<file path="config.mk">
export PLATFORM = sky130hd
export DESIGN_NAME = bp_me_cce_mem_cmd_arbiter
export DESIGN_NICKNAME = d
export VERILOG_FILES = /design/src/rtl/bp_me_cce_mem_cmd_arbiter.sv
export SDC_FILE = /design/constraint.sdc
export NUM_CORES = 1
export LEC_CHECK = 0
export CAP_MARGIN = 20
export CORE_AREA = 5 5 128 130
export CTS_BUF_LIST = sky130_fd_sc_hd__clkbuf_8 sky130_fd_sc_hd__clkbuf_16
export DETAILED_ROUTE_END_ITERATION = 12
export DIE_AREA = 0 0 133 135
export GPL_TIMING_DRIVEN = 0
export PLACE_DENSITY = 0.63
export SYNTH_ARGS = -nofsm -noshare
export SYNTH_HDL_FRONTEND = slang
export SYNTH_SLANG_ARGS = --single-unit
</file>
<file path="constraint.sdc">
create_clock -name clk_i -period 3.35 [get_ports clk_i]
set_input_delay 0.5025 -clock clk_i [delete_from_list [all_inputs] [get_ports clk_i]]
set_output_delay 0.5025 -clock clk_i [all_outputs]
set_load 0.02 [all_outputs]
</file>
<file path="src/rtl/bp_me_cce_mem_cmd_arbiter.sv">
// Shares one CCE memory command/response channel pair among num_req_p
// requesters. Commands are granted round-robin. An in-order tag FIFO records
// which requester issued each command so that responses can be steered back.
module bp_me_cce_mem_cmd_arbiter #(
    parameter int num_req_p       = 2,
    parameter int mem_msg_width_p = 64,
    parameter int tag_fifo_els_p  = 8,
    localparam int lg_num_req_lp  = (num_req_p > 1) ? $clog2(num_req_p) : 1,
    localparam int lg_els_lp      = $clog2(tag_fifo_els_p),
    localparam int cnt_w_lp       = $clog2(tag_fifo_els_p + 1)
) (
    input  logic                                 clk_i,
    input  logic                                 reset_i,
    input  logic [num_req_p*mem_msg_width_p-1:0] mem_cmd_i,
    input  logic [num_req_p-1:0]                 mem_cmd_v_i,
    output logic [num_req_p-1:0]                 mem_cmd_yumi_o,
    output logic [mem_msg_width_p-1:0]           mem_cmd_o,
    output logic                                 mem_cmd_v_o,
    input  logic                                 mem_cmd_yumi_i,
    input  logic [mem_msg_width_p-1:0]           mem_resp_i,
    input  logic                                 mem_resp_v_i,
    output logic                                 mem_resp_ready_o,
    output logic [mem_msg_width_p-1:0]           mem_resp_o,
    output logic [num_req_p-1:0]                 mem_resp_v_o,
    input  logic [num_req_p-1:0]                 mem_resp_ready_i,
    output logic [cnt_w_lp-1:0]                  outstanding_o
);

    typedef enum logic {IDLE, HOLD} state_e;

    state_e                   state_q, state_d;
    logic [lg_num_req_lp-1:0] grant_q, grant_d;
    logic [lg_num_req_lp-1:0] rr_q, rr_d;
    logic [lg_num_req_lp-1:0] arb_grant, sel;
    logic                     arb_found;

    logic [lg_num_req_lp-1:0] tag_mem_q [tag_fifo_els_p];
    logic [lg_num_req_lp-1:0] tag_mem_d [tag_fifo_els_p];
    logic [lg_els_lp-1:0]     wptr_q, wptr_d, rptr_q, rptr_d;
    logic [cnt_w_lp-1:0]      count_q, count_d;
    logic [lg_num_req_lp-1:0] head;
    logic                     push, pop, fifo_v, fifo_full;

    // Requester index that follows g, wrapping at num_req_p.
    function automatic logic [lg_num_req_lp-1:0] next_ptr(input logic [lg_num_req_lp-1:0] g);
        if (int'(g) >= num_req_p - 1) return '0;
        else return g + 1'b1;
    endfunction

    assign fifo_v        = (count_q != '0);
    assign fifo_full     = (count_q == cnt_w_lp'(tag_fifo_els_p));
    assign head          = tag_mem_q[rptr_q];
    assign outstanding_o = count_q;
    assign mem_resp_o    = mem_resp_i;

    // Round-robin search: first valid requester at or after the pointer.
    always_comb begin
        arb_grant = '0;
        arb_found = 1'b0;
        for (int i = 0; i < num_req_p; i++) begin
            for (int j = 0; j < num_req_p; j++) begin
                if (!arb_found && (j == (int'(rr_q) + i) % num_req_p) && mem_cmd_v_i[j]) begin
                    arb_found = 1'b1;
                    arb_grant = lg_num_req_lp'(j);
                end
            end
        end
    end

    // Command FSM: grant in IDLE, freeze the grant in HOLD until consumed.
    always_comb begin
        state_d     = state_q;
        grant_d     = grant_q;
        rr_d        = rr_q;
        sel         = grant_q;
        mem_cmd_v_o = 1'b0;
        push        = 1'b0;
        unique case (state_q)
            IDLE: begin
                if (arb_found && !fifo_full) begin
                    sel         = arb_grant;
                    mem_cmd_v_o = 1'b1;
                    if (mem_cmd_yumi_i) begin
                        push = 1'b1;
                        rr_d = next_ptr(arb_grant);
                    end else begin
                        grant_d = arb_grant;
                        state_d = HOLD;
                    end
                end
            end
            HOLD: begin
                mem_cmd_v_o = 1'b1;
                if (mem_cmd_yumi_i) begin
                    push    = 1'b1;
                    rr_d    = next_ptr(grant_q);
                    state_d = IDLE;
                end
            end
            default: state_d = IDLE;
        endcase
        if (reset_i) begin
            mem_cmd_v_o = 1'b0;
            push        = 1'b0;
        end
    end

    // Command data mux and one-hot consume back to the granted requester.
    always_comb begin
        mem_cmd_o      = '0;
        mem_cmd_yumi_o = '0;
        for (int j = 0; j < num_req_p; j++) begin
            if (lg_num_req_lp'(j) == sel) begin
                mem_cmd_o         = mem_cmd_i[j*mem_msg_width_p +: mem_msg_width_p];
                mem_cmd_yumi_o[j] = push;
            end
        end
    end

    // Response steering to the requester at the FIFO head.
    always_comb begin
        mem_resp_v_o     = '0;
        mem_resp_ready_o = 1'b0;
        for (int j = 0; j < num_req_p; j++) begin
            if (lg_num_req_lp'(j) == head) begin
                mem_resp_v_o[j]  = mem_resp_v_i & fifo_v & ~reset_i;
                mem_resp_ready_o = fifo_v & mem_resp_ready_i[j] & ~reset_i;
            end
        end
        pop = mem_resp_v_i & mem_resp_ready_o;
    end

    // Tag FIFO next state; occupancy moves only on push xor pop.
    always_comb begin
        tag_mem_d = tag_mem_q;
        wptr_d    = wptr_q;
        rptr_d    = rptr_q;
        count_d   = count_q;
        if (push) begin
            tag_mem_d[wptr_q] = sel;
            wptr_d            = wptr_q + 1'b1;
        end
        if (pop) rptr_d = rptr_q + 1'b1;
        if (push && !pop)      count_d = count_q + 1'b1;
        else if (!push && pop) count_d = count_q - 1'b1;
    end

    // Control state with synchronous reset.
    always_ff @(posedge clk_i) begin
        if (reset_i) begin
            state_q <= IDLE;
            grant_q <= '0;
            rr_q    <= '0;
            wptr_q  <= '0;
            rptr_q  <= '0;
            count_q <= '0;
        end else begin
            state_q <= state_d;
            grant_q <= grant_d;
            rr_q    <= rr_d;
            wptr_q  <= wptr_d;
            rptr_q  <= rptr_d;
            count_q <= count_d;
        end
    end

    // Tag storage; validity is tracked by the pointers and count.
    always_ff @(posedge clk_i) begin
        tag_mem_q <= tag_mem_d;
    end

    // A response with nothing outstanding means the environment is broken.
    a_no_resp_when_empty: assert property (@(posedge clk_i) disable iff (reset_i)
        mem_resp_v_i |-> fifo_v);

endmodule

</file>
Word-level counts from Yosys, hierarchy flattened:

Index checks and enable logic that the tools add are counted.

* bits of input ports: 200
* output and inout port bits: 138
* bits in registers: 21

* multiplexer cells: 39
* equality and inequality tests: 5
* $add $sub $neg: 7
* order comparisons: 5
* reduce and logical (&&, ||, !) cells: 23
* bitwise gates (word level): 13

Operators by type and width (count)
* 32-bit logical NOT: 2
* 64-bit two-way mux: 1
* 1-bit two-way mux: 29
* 1-bit logical AND: 11
* 8-bit bitwise mux: 1
* 4-bit greater-or-equal comparator, second input constant: 2
* 4-bit two-way mux: 2
* 3-bit NOT with 4-bit output: 2
* 1-bit one-hot mux with 2 select lines: 4
* 1-bit bitwise AND: 7
* 3-bit by 1-bit adder with 3-bit output, second input constant: 2
* 1-bit logical NOT: 6
* 2-bit != test, second input constant: 3
* 3-bit AND reduction: 2
* 4-bit by 1-bit adder with 4-bit output, second input constant: 1
* 4-bit equality test, second input constant: 1
* 4-bit by 1-bit less-than comparator with 1-bit output, second input constant: 1
* 4-bit nonzero test: 1
* 4-bit by 1-bit subtractor with 4-bit output, second input constant: 1
* 1-bit adder, second input constant: 3
* 1-bit binary-select mux with 3-bit select: 1
* 1-bit demux with 3-bit select: 1
* 1-bit NOT: 3
* 2-bit equality test, first input constant: 1
* other kinds (3): 4

Logic depth before layout (Yosys ltp):

Gate-level depths: netlist of the first run.

* depth in word-level cells: 23
* gate-level depth with buffers: 13

Worst setup path before layout of the first run:

Ideal clock, no wire load.

* kind: register to register
* start: register rptr_q[0]
* end: register count_q[3], in the netlist outstanding_o[3]
* setup slack: 0.328 ns
* clock period less this slack: 3.022 ns
* cell stages (with the launch flop): 14
* data arrival time: 2.952 ns
* path through: dfxtp_1 > mux4_1 > mux2i_4 > mux2i_2 > nor2_4 > inv_1 > ha_1 > inv_1 > ha_1 > a21o_1 > a21oi_1 > xnor2_1 > or3_1 > a21oi_1

* longest elaborated chain between the ends: 9
* elaborated cells between the ends (all ways): 11
* those cells by class: 5 x mux; 2 x bitwise; 4 x reduce/logical

RTL lines
* from (decl): RTL line 39 `logic [lg_els_lp-1:0] wptr_q, wptr_d, rptr_q, rptr_d;`
* from (signal assigned): RTL line 162 `rptr_q <= rptr_d;`
* 3-bit NOT with 4-bit output (not written as such) (*): RTL line 52 `assign head = tag_mem_q[rptr_q];`
* 1-bit binary-select mux with 3-bit select (*): RTL line 52
* 1-bit two-way mux (not written as such) (*) (2 in a row): RTL line 52
* 1-bit two-way mux (*): RTL line 125 `if (lg_num_req_lp'(j) == head) begin`
* 1-bit bitwise AND (*): RTL line 130 `pop = mem_resp_v_i & mem_resp_ready_o;`
* 1-bit logical NOT: RTL line 144 `if (push && !pop) count_d = count_q + 1'b1;`
* 1-bit logical AND: RTL line 144
* 4-bit two-way mux or 2-bit nonzero test (tied branches)
* to (signal assigned): RTL line 163 `count_q <= count_d;`
* to (decl): RTL line 40 `logic [cnt_w_lp-1:0] count_q, count_d;`

Every way passes the cells marked *; elsewhere a longest branch is shown, timed or not. The select of a mux whose other input is x is not followed.
A chain may end at the register's enable or synchronous reset.

Final worst setup path of the first run:

* start: input port mem_cmd_v_i[0]
* end: output port mem_cmd_o[26]

* longest elaborated chain between the ends: 18
* elaborated cells between the ends (all ways): 21
* those cells by class: 10 x mux; 11 x reduce/logical

RTL lines
* from (decl): RTL line 15 `input logic [num_req_p-1:0] mem_cmd_v_i,`
* 1-bit logical AND: RTL line 62 `if (!arb_found && (j == (int'(rr_q) + i) % num_req_p) && mem_cmd_v_i[j]) begin`
* 1-bit two-way mux: RTL line 62
* 1-bit logical NOT: RTL line 62
* 1-bit logical AND (2 in a row): RTL line 62
* 1-bit two-way mux: RTL line 62
* 1-bit logical NOT: RTL line 62
* 1-bit logical AND (2 in a row): RTL line 62
* 1-bit two-way mux: RTL line 62
* 1-bit logical NOT: RTL line 62
* 1-bit logical AND (2 in a row): RTL line 62
* 1-bit two-way mux: RTL line 62
* 1-bit logical AND: RTL line 80 `if (arb_found && !fifo_full) begin`
* 1-bit two-way mux (*): RTL line 80
* 1-bit two-way mux (*): RTL line 78 `unique case (state_q)`
* 64-bit two-way mux (*): RTL line 113 `if (lg_num_req_lp'(j) == sel) begin`
* to (decl): RTL line 17 `output logic [mem_msg_width_p-1:0] mem_cmd_o,`

Every way passes the cells marked *; elsewhere a longest branch is shown, timed or not.

==> flow_summary_export.csv, run 1 <==
group,metric,value,unit
status,status,"complete, no violations",
power_and_ir_drop,switching_share,36.4,%
placement,dp_hpwl,11500,µm
yosys,synth.distinct_cells,36,
sta,max_slew_margin,64.6,%
cts,hold_buffers,0,
placement,place.gp.congestion,0.876,
routing,dr.pass1.iters,4,
routing,wl_per_cell,17.8,µm
sta,rsz0062_at_grt,"false",
setup_path,critical_path_arrival,2.70,ns
floorplan,std_cell_rows,45,
placement,dp_slack,-0.597,ns
min_path,min_path_type,"flip-flop to flip-flop",
yosys,async_flop_share,0,%
global_routing,grt_antenna_before_repair,1,
global_routing,grt-ovfl-total,0,
routing,detail_route.vias_per_cell,3.81,
cells_and_area,area_delta_synth_final,132,%
power_and_ir_drop,power_frac_seq,20.0,%
power_and_ir_drop,leakage,0.00227,µW
sta,setup_viol,0,
placement,port_buffers,273,
global_routing,grt_first_pass_wirelength,18300,µm
sta,layout_setup_ws,0.145,ns
cts,htree_levels,1,
min_path,hold_depth,2,
cells_and_area,drive_above_1_share,29.1,%
sta,holdWs,0.518,ns
power_and_ir_drop,intPower,1010,µW
min_path,min_from,"rptr_q[0]",
setup_path,cp_max_fo,10,
routing,ant_nets,0,
sta,hold_violations,0,
setup_path,reg2reg_depth,13,
yosys,syn-cell-area,2350,µm²
sta,fin_skew,0.00394,ns
cts,clk_latency,0.25,ns
routing,routed_wl,12600,µm
setup_path,required,2.85,ns
cts,clk_path_buf_depth,2,
sta,fmax,0.312,GHz
routing,drc,0,
yosys,synth_edf_count,8,
yosys,synth_cells,239,
setup_path,r2r_end,"outstanding_o[3]",
yosys,synth_nets,445,
cts,cts_tree,"yes",
yosys,ys_ff_latch,21,
routing,drt_iter0_drc,74,
routing,vias,2710,
setup_path,crit_type,"primary input to output pin",
global_routing,grt_start_max_net_pins,12,
floorplan,io-pin-count,338,
global_routing,track_usage,12.9,%
power_and_ir_drop,p_clk_share,15.7,%
min_path,hold_end,"rptr_q[0]",
power_and_ir_drop,max-vdd-ir-drop,0.000245,V
cts,cts_sinks,21,
cts,clk_pin_slew_worst_paths,0.06,ns
cells_and_area,final_util,36.2,%
power_and_ir_drop,power.net_switching,579,µW
setup_path,critPathLaunchType,"primary input",
yosys,avgSynthCellArea,9.84,µm²
power_and_ir_drop,power_frac_comb,64.4,%
floorplan,die-height,135,µm
floorplan,start_util,15.6,%
sta,final_max_slew_viol_count,0,
sta,worst_pin_slew,0.527,ns
power_and_ir_drop,powerDensity,292,nW/µm²
floorplan,core_area,15000,µm²
floorplan,die_w,133,µm
job,drv_cap,0,
global_routing,grt_pass1_vias,3074,
cts,cts_buffers,3,
cells_and_area,diodes,0,
setup_path,worstSetupEndpointType,"output pin",
yosys,synth-main-ff-cell,"dfxtp_1",
sta,min_period,3.21,ns
yosys,synth_warnings,0,
setup_path,r2r_slack,0.22,ns
cts,cts_root_buffer,"clkbuf_16",
sta,fin_crit_sh,95.7,%
cells_and_area,nets,730,
floorplan,dieArea,18000,µm²
cells_and_area,final_cells,711,
placement,dp_cells,700,
yosys,ys_seq_area_share,21.3,%
setup_path,r2r_start,"rptr_q[0]",
-- cell usage in the layout, fill, tap and decap left out, drive strengths merged, types with 2 or more instances in the layout --
cell type and instances:
clkbuf 4, nor2 20, dfxtp 13, dlygate4sd2 56, nand2 4, mux2i 9, nor4 2, clkdlybuf4s50 208
o21ai 2, nor3 7, mux4 2, o211ai 3, a21oi 4, clkdlybuf4s15 9, ha 5, xnor2 3
inv 7, mux2 65, edfxtp 8, buf 78, xor2 2, nand2b 2
-- worst max-delay path: stages --
cell	delay, ns
clkdlybuf4s50_1	0.51
nor2_1	0.07
a21oi_2	0.11
and2b_2	0.19
mux2i_4	0.30
buf_8	0.17
buf_4	0.18
mux2_2	0.34
dlygate4sd2_1	0.32
-- worst max-delay path by stage --
| stage | to | slack, ns | start | cells after the start |
|---|---|---|---|---|
| after floorplan | outstanding_o[3] | 0.33 | rptr_q[0] | 13 |
| after global placement | mem_cmd_o[29] | -0.61 | mem_cmd_v_i[0] | 9 |
| after detailed placement | mem_cmd_o[29] | -0.60 | mem_cmd_v_i[0] | 9 |
| after CTS | outstanding_o[3] | -0.001 | mem_cmd_v_i[0] | 14 |
| after global routing | mem_cmd_o[25] | 0.008 | mem_cmd_v_i[0] | 9 |
| final | mem_cmd_o[26] | 0.14 | mem_cmd_v_i[0] | 9 |
-- registers in the layout, indices dropped and copies added, names as in the netlist --
name / flops
tag_mem_q: 8
outstanding_o: 4
rr_q: 1
state_q: 1
rptr_q: 3
grant_q: 1
wptr_q: 3
-- cells in the mapped netlist, drive strengths merged, types with 2 or more instances --
library cell	number	area (µm²)
o21ai	2	10.0
mux4	2	52.6
buf	71	528
nor4	2	12.5
nand2	4	15.0
xnor2	3	26.3
edfxtp	8	240
xor2	2	17.5
ha	5	62.6
dfxtp	13	260
mux2	65	732
nand2b	2	12.5
o211ai	3	22.5
a21oi	4	23.8
nor2	20	82.6
nor3	7	40.0
inv	6	22.5
mux2i	9	106
-- stage by stage --
stage / setup TNS, ns / area [µm²] / total power (µW)
3_5_place_dp: -29.97 / 5320 / 1380
3_3_place_gp: -30.84 / 5320 / 1370
2_1_floorplan: 0 / 2350 / 856
5_1_grt: 0 / 5450 / 1680
6_report: 0 / 5450 / 1590
4_1_cts: -0.00134 / 5390 / 1590
-- cell type report --
class | instances | area (µm²)
plain buffers | 72 | 563
flip-flops and latches | 21 | 502
repair buffers | 280 | 2730
clock buffers | 3 | 75.1
fillers | 1546 | 9590
well taps | 188 | 235
clock inverters | 1 | 3.75
multi-input cells | 140 | 1320
inverters | 6 | 22.5
-- metal layers --
| metal | wire length (µm) | vias to the layer above | global-route usage (%) |
|---|---|---|---|
| met4 | 73 | 2 | 1.73 |
| met3 | 1260 | 6 | 5.44 |
| met2 | 6500 | 130 | 22.5 |
| met5 | 7 | - | 0 |
| met1 | 4780 | 1233 | 15.3 |
| li1 | - | 1339 | - |
-- power groups by stage --
stage	logic, µW	registers, µW	clock network (µW)
5_1_grt	1090	323	263
4_1_cts	1020	318	252
6_report	1020	317	250
2_1_floorplan	529	327	0
3_5_place_dp	1060	323	0
3_3_place_gp	1050	320	0
-- logic make-up (layout without fill, tap and decap cells) --
logic type                 Yosys count  count (layout)  share of synthesized area (%)
muxes                               76              76                           37.9
DFF                                 21              21                           21.3
xor gates and xnor gates             5               5                           1.86
buffers and inverters               78             362                           23.6
adders and majority gates            6               6                           3.51
AOI/OAI and AO/OA                   12              12                           3.35
and+or+nand+nor                     41              41                           8.56
-- repair_timing --
action,4_1_cts,5_1_grt
gates resized for setup,94,3
endpoints found under the setup margin,66,41
buffers inserted,1,6
pin swaps,0,1
hold endpoints to repair,0,0
(Power assumes the default switching activity.)
==> run 2: changes to the inputs <==
--- a/config.mk
+++ b/config.mk
@@ -5,11 +5,12 @@
 export SDC_FILE = /design/constraint.sdc
 export NUM_CORES = 1
 export LEC_CHECK = 0
+export ABC_AREA = 1
 export CAP_MARGIN = 20
-export CORE_AREA = 5 5 128 130
+export CORE_AREA = 5 5 129 131
 export CTS_BUF_LIST = sky130_fd_sc_hd__clkbuf_8 sky130_fd_sc_hd__clkbuf_16
 export DETAILED_ROUTE_END_ITERATION = 12
-export DIE_AREA = 0 0 133 135
+export DIE_AREA = 0 0 134 136
 export GPL_TIMING_DRIVEN = 0
 export PLACE_DENSITY = 0.63
 export SYNTH_ARGS = -nofsm -noshare
==> constraint.sdc (replaced) <==
create_clock -name clk_i -period 3.35 [get_ports clk_i]
set_input_delay 0.5025 -clock clk_i [delete_from_list [all_inputs] [get_ports clk_i]]
set_output_delay 0.5025 -clock clk_i [all_outputs]
set_load 0.005 [all_outputs]
==> run 2 against run 1 <==
  * Die area is 1.5% higher
  * Final cell count is 26% higher
  * Largest cell class unchanged
  * Clock skew is 0.0013 ns lower
  * First-iteration DRC count is 27% higher
  * Cell area is 1.2% higher
  * Total power is 10% higher
  * Area after synthesis is 5.1% higher
  * Sequential share of layout area is 0.14 points lower
  * Clock power hardly changed
  * Highest routed layer is now met4
  * Clock-buffer cell count stayed put
==> flow_summary_export.csv, run 2 <==
group,metric,value,unit
status,status,"complete, no violations",
cts,hold_buffers,0,
yosys,async_flop_share,0,%
sta,min_period,3.07,ns
floorplan,std_cell_rows,46,
cells_and_area,final_area,5520,µm²
routing,detail_route.vias_per_cell,3.73,
global_routing,grt_antenna_before_repair,0,
cells_and_area,diodes,0,
power_and_ir_drop,max-vdd-ir-drop,0.000164,V
setup_path,cp_max_fo,17,
cts,cts_root_buffer,"clkbuf_16",
sta,layout_setup_ws,0.283,ns
yosys,netlist.area_leader.share,34.8,%
cts,cts_tree,"yes",
sta,hold_violations,0,
cts,htree_levels,1,
cells_and_area,top_register,"tag_mem_q",
cells_and_area,drive_above_1_share,12.7,%
placement,place.gp.congestion,0.748,
sta,tns,0,ns
placement,dp_hpwl,10300,µm
yosys,synth_warnings,0,
sta,setup_viol,0,
sta,final_max_slew_viol_count,0,
sta,fin_skew,0.00261,ns
setup_path,crit_type,"primary input to output pin",
sta,fmax,0.326,GHz
routing,routed_wl,11800,µm
floorplan,start_util,16.0,%
cts,post_cts_buffers,0,
power_and_ir_drop,leakage,0.00257,µW
cells_and_area,fillers,1651,
yosys,synth_edf_count,8,
placement,port_buffers,272,
cells_and_area,largest_reg_flops,8,
cts,postCtsResizedCells,0,
global_routing,grt_first_pass_wirelength,16400,µm
routing,vias,3339,
global_routing,grt_pass1_vias,3055,
yosys,synth_top_area_cell,"nand2_1",
sta,rsz0062_at_grt,"false",
cts,cts_sinks,21,
floorplan,io-pin-count,338,
yosys,syn-cell-area,2470,µm²
min_path,min_path_type,"flip-flop to flip-flop",
cts,cts_buffers,3,
cells_and_area,final_cell_mix,"clkdlybuf4s50_1 (272), nand2_1 (229), buf_4 (69)",
floorplan,dieArea,18200,µm²
cells_and_area,final_cells,894,
yosys,ys_seq_area_share,20.2,%
yosys,ys_ff_latch,21,
global_routing,grt-ovfl-total,0,
yosys,synth_area_leaders,"nand2_1 (35%), buf_4 (21%), dfxtp_1 (11%)",
cells_and_area,final_util,35.6,%
floorplan,die-height,136,µm
yosys,synth.distinct_cells,21,
placement,postPlaceCellArea,5440,µm²
sta,fin_crit_sh,91.5,%
cells_and_area,nets,909,
setup_path,critical_path_arrival,2.56,ns
cts,clk_latency,0.25,ns
yosys,synth-main-ff-cell,"dfxtp_1",
routing,ant_nets,0,
setup_path,worstSetupEndpointType,"output pin",
yosys,synth_most_common_cell,"nand2_1",
routing,dr.pass1.iters,5,
job,drv_cap,0,
sta,worst_pin_slew,0.410,ns
cells_and_area,layout_commonest_cell,"clkdlybuf4s50_1",
global_routing,track_usage,11.3,%
cts,clk_pin_slew_worst_paths,0.06,ns
yosys,synth_common_cells,"nand2_1 (229), buf_4 (69), inv_1 (29), nor2_1 (17), nand3_1 (14)",
power_and_ir_drop,powerDensity,317,nW/µm²
yosys,avgSynthCellArea,5.80,µm²
yosys,synth_nets,632,
sta,max_slew_margin,72.6,%
floorplan,die_w,134,µm
setup_path,critPathLaunchType,"primary input",
placement,dp_slack,0.198,ns
cells_and_area,area_delta_synth_final,123,%
yosys,synth_cells,426,
global_routing,grt_start_max_net_pins,18,
setup_path,required,2.85,ns
routing,drc,0,
placement,dp_cells,890,
cts,clk_path_buf_depth,2,
routing,drt_iter0_drc,94,
routing,wl_per_cell,13.2,µm
floorplan,core_area,15500,µm²
[run 2: cell count changes after synthesis, moves of 7 or more]
cell     delta
a21oi_1    +10
mux2_2     -54
nand3_1    +13
mux2_1     -11
mux2i_1     -7
nand2_1   +225
inv_1      +23
[run 2: per-stage QoR]
step / power, µW / hold slack (ns)
final: 1750 / 0.458
after global placement: 1520 / 0.445
after detailed placement: 1520 / 0.453
after floorplan: 790 / 0.429
after CTS: 1780 / 0.462
after global routing: 1880 / 0.495
[run 2: routing by layer]
layer	vias up	wire, µm	global-route usage (%)
li1	1776	-	-
met2	177	6040	20.4
met4	0	53	1.54
met1	1382	4600	13.4
met5	-	0	0
met3	4	1130	3.55
[run 2: final cells by class]
cell class              count  area [µm²]  share of cell area [%]
clock buffers               3        75.1                    1.36
well taps                 192         240                    4.36
flip-flops and latches     21         500                    9.07
multi-input cells         296        1250                    22.7
inverters                  30         113                    2.04
plain buffers              79         606                    11.0
clock inverters             1        5.00                  0.0907
repair buffers            272        2720                    49.4
[run 2: cell families (layout without fill, tap and decap cells)]
kind of cell             Yosys count  in the layout  share of synthesized area, %
buffers and inverters            109            385                          29.0
adder cells (fa/ha/maj)            6              6                          3.34
flip-flops                        21             21                          20.2
XOR/XNOR                           3              3                          1.06
AND/OR/NAND/NOR                  265            265                          41.7
AO/OA/AOI/OAI                     22             22                          4.60
[run 2: where the power goes]
group / internal [µW] / leakage, µW / switching [µW] / total (µW)
Combinational: 713 / 0.00235 / 478 / 1190
Sequential: 289 / 0.000179 / 17.8 / 306
Clock: 160 / 0.0000409 / 91.9 / 252
[run 2: worst paths after layout]
kind | start | endpoint | slack (ns) | depth (start not counted)
max | mem_cmd_v_i[0] | mem_cmd_o[4] | 0.28 | 10
max reg2reg | rptr_q[0] | outstanding_o[3] | 0.76 | 18
min reg2reg | rr_q | rr_q | 0.46 | 2
min | rr_q | rr_q | 0.46 | 2
[run 2: critical path, cell delays in order]
cell and delay (ns):
clkdlybuf4s50_1 0.45, o21ai_2 0.22, nor2_2 0.05, nand2_1 0.08, nand2_2 0.09, inv_2 0.09
buf_2 0.37, nand2_1 0.09, nand2_1 0.07, clkdlybuf4s50_1 0.54
==> run 3: changes to the inputs <==
--- a/config.mk
+++ b/config.mk
@@ -6,7 +6,6 @@
 export NUM_CORES = 1
 export LEC_CHECK = 0
 export ABC_AREA = 1
-export CAP_MARGIN = 20
 export CORE_AREA = 5 5 129 131
 export CTS_BUF_LIST = sky130_fd_sc_hd__clkbuf_8 sky130_fd_sc_hd__clkbuf_16
 export DETAILED_ROUTE_END_ITERATION = 12
==> results of run 3 <==
No change in the layout: final DEF, timing and power equal those of run 2.
